===== config.mk =====
export PLATFORM = sky130hd
export DESIGN_NAME = weld_switch_sequencer
export DESIGN_NICKNAME = d
export VERILOG_FILES = /design/src/rtl/weld_ctrl_pkg.sv /design/src/rtl/weld_switch_sequencer_cycle_timer.sv /design/src/rtl/weld_switch_sequencer.sv
export SDC_FILE = /design/constraint.sdc
export NUM_CORES = 1
export LEC_CHECK = 0
export CAP_MARGIN = 10
export CORE_ASPECT_RATIO = 0.9
export CORE_MARGIN = 2
export CORE_UTILIZATION = 60
export DETAILED_ROUTE_END_ITERATION = 10
export PLACE_DENSITY = 0.84
export SLEW_MARGIN = 25
export SYNTH_ARGS = -nofsm -noshare
export SYNTH_HDL_FRONTEND = slang
export SYNTH_SLANG_ARGS = --single-unit
export TNS_END_PERCENT = 10

===== constraint.sdc =====
create_clock -name clk -period 7.1 [get_ports clk]
set_input_delay 1.42 -clock clk [delete_from_list [all_inputs] [get_ports clk]]
set_output_delay 1.42 -clock clk [all_outputs]
set_load 0.01 [all_outputs]

===== src/rtl/weld_ctrl_pkg.sv =====
// Shared weld-control definitions: sequencer state encoding and default cycle
// constants used by the neck detector, the switch sequencer and the top level.
package weld_ctrl_pkg;

    typedef enum logic [2:0] {
        ST_IDLE  = 3'd0,
        ST_BLANK = 3'd1,
        ST_ARC   = 3'd2,
        ST_NECK  = 3'd3,
        ST_TEST  = 3'd4,
        ST_FAULT = 3'd5
    } weld_state_e;

    localparam int BLANK_CYC_DEF   = 100;
    localparam int MAX_OFF_CYC_DEF = 5000;
    localparam int PWM_PERIOD_DEF  = 2000;
    localparam int PWM_OFF_DEF     = 200;
    localparam int CNT_W_DEF       = 13;
    localparam int NECK_CNT_W      = 16;

endpackage


===== src/rtl/weld_switch_sequencer_cycle_timer.sv =====
// Shared cycle counter with synchronous clear, count enable, terminal compare
// and optional wrap at the terminal value (otherwise it holds there).
module cycle_timer
    import weld_ctrl_pkg::*;
#(
    parameter int CNT_W = CNT_W_DEF
) (
    input  logic             clk,
    input  logic             rst_n,
    input  logic             clear_i,
    input  logic             en_i,
    input  logic             wrap_i,
    input  logic [CNT_W-1:0] term_i,
    output logic [CNT_W-1:0] cnt_next_o,
    output logic             term_hit_o
);

    logic [CNT_W-1:0] cnt_q;
    logic [CNT_W-1:0] cnt_d;

    // The next value is exported so the owner can decode registered outputs from it.
    always_comb begin
        term_hit_o = (cnt_q == term_i);
        cnt_d      = cnt_q;
        if (clear_i) begin
            cnt_d = '0;
        end else if (en_i) begin
            if (term_hit_o) begin
                if (wrap_i) begin
                    cnt_d = '0;
                end
            end else begin
                cnt_d = cnt_q + CNT_W'(1);
            end
        end
    end

    always_ff @(posedge clk or negedge rst_n) begin
        if (!rst_n) begin
            cnt_q <= '0;
        end else begin
            cnt_q <= cnt_d;
        end
    end

    assign cnt_next_o = cnt_d;

endmodule


===== src/rtl/weld_switch_sequencer.sv =====
// IGBT switch sequencer: arc blanking, neck off-time with timeout, fixed-duty
// drive test mode and latched fault shutdown. All outputs are registered.
module weld_switch_sequencer
    import weld_ctrl_pkg::*;
#(
    parameter int BLANK_CYC   = BLANK_CYC_DEF,
    parameter int MAX_OFF_CYC = MAX_OFF_CYC_DEF,
    parameter int PWM_PERIOD  = PWM_PERIOD_DEF,
    parameter int PWM_OFF     = PWM_OFF_DEF,
    parameter int CNT_W       = CNT_W_DEF
) (
    input  logic        clk,
    input  logic        rst_n,
    input  logic        enable,
    input  logic        mode_test,
    input  logic        neck_start,
    input  logic        neck_end,
    input  logic        fault_in,
    output logic        power_switch,
    output logic        en_judge,
    output logic        timeout_pulse,
    output logic [15:0] neck_count,
    output logic [2:0]  state_o
);

    localparam logic [CNT_W-1:0] BLANK_TERM = CNT_W'(BLANK_CYC - 1);
    localparam logic [CNT_W-1:0] NECK_TERM  = CNT_W'(MAX_OFF_CYC - 1);
    localparam logic [CNT_W-1:0] PWM_TERM   = CNT_W'(PWM_PERIOD - 1);
    localparam logic [CNT_W-1:0] PWM_ON     = CNT_W'(PWM_PERIOD - PWM_OFF);

    weld_state_e      state_q, state_d;
    logic             power_switch_q, power_switch_d;
    logic             en_judge_q, en_judge_d;
    logic             timeout_q, timeout_d;
    logic [15:0]      neck_count_q, neck_count_d;
    logic             tmr_en, tmr_wrap, tmr_hit;
    logic [CNT_W-1:0] tmr_term, cnt_next;

    // Timer only counts in the timed states; any state change restarts it from 0.
    always_comb begin
        tmr_en   = (state_q == ST_BLANK) || (state_q == ST_NECK) || (state_q == ST_TEST);
        tmr_wrap = (state_q == ST_TEST);
        case (state_q)
            ST_BLANK: tmr_term = BLANK_TERM;
            ST_NECK:  tmr_term = NECK_TERM;
            ST_TEST:  tmr_term = PWM_TERM;
            default:  tmr_term = '0;
        endcase
    end

    cycle_timer #(.CNT_W(CNT_W)) u_timer (
        .clk        (clk),
        .rst_n      (rst_n),
        .clear_i    (state_d != state_q),
        .en_i       (tmr_en),
        .wrap_i     (tmr_wrap),
        .term_i     (tmr_term),
        .cnt_next_o (cnt_next),
        .term_hit_o (tmr_hit)
    );

    // Fault overrides everything, then loss of enable, then per-state rules.
    always_comb begin
        state_d   = state_q;
        timeout_d = 1'b0;
        if (fault_in) begin
            state_d = ST_FAULT;
        end else if (!enable) begin
            state_d = ST_IDLE;
        end else begin
            case (state_q)
                ST_IDLE:  state_d = mode_test ? ST_TEST : ST_BLANK;
                ST_BLANK: if (tmr_hit) state_d = ST_ARC;
                ST_ARC:   if (neck_start) state_d = ST_NECK;
                ST_NECK: begin
                    if (neck_end) begin
                        state_d = ST_BLANK;
                    end else if (tmr_hit) begin
                        state_d   = ST_BLANK;
                        timeout_d = 1'b1;
                    end
                end
                ST_TEST:  if (!mode_test) state_d = ST_IDLE;
                ST_FAULT: state_d = ST_FAULT;
                default:  state_d = ST_IDLE;
            endcase
        end
    end

    // Outputs decode from the next state so they move on the same edge as the state.
    always_comb begin
        power_switch_d = 1'b0;
        en_judge_d     = 1'b0;
        case (state_d)
            ST_BLANK: power_switch_d = 1'b1;
            ST_ARC: begin
                power_switch_d = 1'b1;
                en_judge_d     = 1'b1;
            end
            ST_NECK:  en_judge_d = 1'b1;
            ST_TEST:  power_switch_d = (cnt_next < PWM_ON);
            default:  power_switch_d = 1'b0;
        endcase
        neck_count_d = neck_count_q;
        if ((state_q == ST_ARC) && (state_d == ST_NECK) && (neck_count_q != 16'hFFFF)) begin
            neck_count_d = neck_count_q + 16'd1;
        end
    end

    always_ff @(posedge clk or negedge rst_n) begin
        if (!rst_n) begin
            state_q        <= ST_IDLE;
            power_switch_q <= 1'b0;
            en_judge_q     <= 1'b0;
            timeout_q      <= 1'b0;
            neck_count_q   <= '0;
        end else begin
            state_q        <= state_d;
            power_switch_q <= power_switch_d;
            en_judge_q     <= en_judge_d;
            timeout_q      <= timeout_d;
            neck_count_q   <= neck_count_d;
        end
    end

    assign power_switch  = power_switch_q;
    assign en_judge      = en_judge_q;
    assign timeout_pulse = timeout_q;
    assign neck_count    = neck_count_q;
    assign state_o       = state_q;

endmodule


==> impl_metrics.env <==
export IMPL_crit_path_max_fanout=16
export IMPL_antenna_found_initial=0
export IMPL_clk_pin_slew_ns=0.07
export IMPL_ir_drop_v=0.000144
export IMPL_final_setup_tns_ns=0
export IMPL_cts_htree_levels=2
export IMPL_synth_seq_cells=35
export IMPL_post_cts_resize_count=0
export IMPL_portBuffers=28
export IMPL_synthTopCellsByArea="dfrtp_1 38%, xnor2_1 5.7%, nand2_1 3.9%, nor2_1 3.4%, and3_1 3.0%"
export IMPL_synthArstFlopShare_pct=100
export IMPL_synth_top_cell_area_share_pct=38.0
export IMPL_post_place_ws_ns=3.06
export IMPL_dieArea_um2=4360
export IMPL_layout_setup_ws_ns=3.07
export IMPL_slew_viol_final=0
export IMPL_min_period_over_period_pct=56.7
export IMPL_status="finished, final reports clean"
export IMPL_rsz0062_at_grt="no"
export IMPL_grt_first_pass_wirelength_um=9230
export IMPL_ys_warn_count=0
export IMPL_tightest_slew_ns=0.964
export IMPL_vias_per_cell=6.32
export IMPL_grt_overflow=0
export IMPL_arrival_ns=4.19
export IMPL_wl_per_cell_um=16.9
export IMPL_fin_util_pct=72.4
export IMPL_relSlewSlack_pct=35.2
export IMPL_drt_iter0_markers=161
export IMPL_reg2reg_slack_ns=3.07
export IMPL_die_y_um=62.8
export IMPL_areaGrowthSynthToFinish_pct=16.3
export IMPL_final_setup_viol_count=0
export IMPL_coreArea_um2=3700
export IMPL_vias=1990
export IMPL_ys_seq_area_share_pct=38.0
export IMPL_yosys_area_top_type="dfrtp_1"
export IMPL_netlist_area_um2=2310
export IMPL_nets=279
export IMPL_die_w_um=69.3
export IMPL_grt_pass1_vias=1885
export IMPL_p_leak_nw=1.09
export IMPL_diodes=0
export IMPL_yosys_top_cells_count="35 x dfrtp_1, 24 x nand2_1, 21 x nor2_1"
export IMPL_root_buffer="clkbuf_8"
export IMPL_cap_violations=0
export IMPL_cts_tree="done"
export IMPL_drt_wl_total_um=5330
export IMPL_cts_num_sinks=35
export IMPL_pwr_density_cell_nw_per_um2=165
export IMPL_ant_nets=0
export IMPL_worstPathRequired_ns=7.27
export IMPL_syn_inst=242
export IMPL_critical_path_class="flop to flop"
export IMPL_cts_buffers=5
export IMPL_drt_pass1_iterations=5
export IMPL_drc=0
export IMPL_grt_max_degree=36
export IMPL_skew_ns=0.00269
export IMPL_cts_buffer_depth=2
export IMPL_finalHoldViolations=0
export IMPL_place_hpwl_um=3750
export IMPL_clock_latency_ns=0.29
export IMPL_grtUsageTotal_pct=26.6
export IMPL_cp_end_kind="flop"
export IMPL_syn_nets=253
export IMPL_drive_above_1_share_pct=11.2
export IMPL_ios=29
export IMPL_synth_most_common_cell="dfrtp_1"
export IMPL_period_needed_ns=4.03
export IMPL_cts_hold_buf=0
export IMPL_synth_flop_cell="dfrtp_1"
export IMPL_synth_cell_types=68
export IMPL_row_count=21
export IMPL_routabilityCongestion=0.856
export IMPL_hold_path_class="flop to flop"
export IMPL_fmax_mhz=248
export IMPL_synth_edf_count=0
export IMPL_start_util_pct=62.2
export IMPL_synth_area_per_cell_um2=9.53
export IMPL_cp_start_kind="flop"
export IMPL_post_cts_buffers=0
sequential cells by signal, indices dropped and copies added, names as in the netlist:
register       cells
neck_count        16
u_timer.cnt_q     13
state_o            3
en_judge           1
power_switch       1
timeout_pulse      1
power breakdown:
| group | internal (mW) | switching (mW) | leakage [nW] | total, mW |
|---|---|---|---|---|
| registers | 0.203 | 0.00883 | 0.481 | 0.212 |
| clock network | 0.0685 | 0.0750 | 0.0412 | 0.144 |
| logic | 0.0335 | 0.0528 | 0.568 | 0.0863 |
| total | 0.305 | 0.137 | 1.09 | 0.442 |
critical path, stage by stage, from the launching register on:
cell and delay, ns:
dfrtp_1 0.69, or3b_2 0.61, ha_1 0.32, nand2_1 0.08
a2111oi_4 0.39, nand4_4 0.19, o41ai_2 0.60, nand2_1 0.32
a311o_1 0.41, a211oi_1 0.19, o22ai_1 0.09
cell type report:
cell class | count | area (um2)
fillers | 286 | 1020
clock buffers | 6 | 72.6
repair buffers | 30 | 295
flip-flops and latches | 35 | 876
well taps | 46 | 57.6
clock inverters | 2 | 12.5
inverters | 3 | 11.3
multi-input cells | 193 | 1360
kinds of logic (layout without fill, tap and decap cells):
group                    count (synthesis)  in the layout  share of synthesized area (%)
AND/OR/NAND/NOR                        112            112                           27.9
adder cells (fa/ha/maj)                  4              4                           2.17
buffers and inverters                   14             41                           3.20
XOR/XNOR                                20             20                           7.60
flip-flops                              35             35                           38.0
AO/OA/AOI/OAI                           52             52                           18.7
multiplexers                             5              5                           2.44
worst paths after layout:
kind,startpoint,endpoint,depth (start not counted)
setup reg to reg,state_o[2],power_switch,10
hold reg to reg,neck_count[12],neck_count[12],1
min in group asynchronous,rst_n,u_timer.cnt_q[0],2
hold / removal,neck_count[12],neck_count[12],1
setup / recovery,state_o[2],power_switch,10
max in group asynchronous,rst_n,en_judge,2
per-layer routing:
metal  track usage (%)  part of all wire [%]  up-vias
li1                  -                     -      952
met1              38.4                    48      963
met2              40.0                    45       68
met3              5.48                   6.1        7
met4              8.58                   1.2        0
met5                 0                     0        -
per-stage QoR:
step / cell area [um2] / power [mW] / instances / hold slack (ns)
2_1_floorplan: 2310 / 0.277 / 242 / 0.502
3_3_place_gp: 2600 / 0.300 / 307 / 0.473
3_5_place_dp: 2600 / 0.301 / 307 / 0.488
4_1_cts: 2680 / 0.443 / 315 / 0.497
5_1_grt: 2680 / 0.463 / 315 / 0.524
6_report: 2680 / 0.442 / 315 / 0.498
placed cells by master (no fill, tap or decap), drive strengths merged, types with 4 or more instances in the layout:
cell / Yosys / layout
ha: 4 / 4
and3: 11 / 11
nor3: 5 / 5
and2: 4 / 4
nand2: 25 / 25
nand3: 11 / 11
and4: 4 / 4
nand4: 7 / 7
xor2: 5 / 5
dfrtp: 35 / 35
clkbuf: 3 / 6
a21oi: 13 / 13
a211oi: 7 / 7
nor2: 21 / 21
clkdlybuf4s50: 0 / 28
o21ai: 6 / 6
xnor2: 15 / 15
Power figures use the tool's default switching activity.
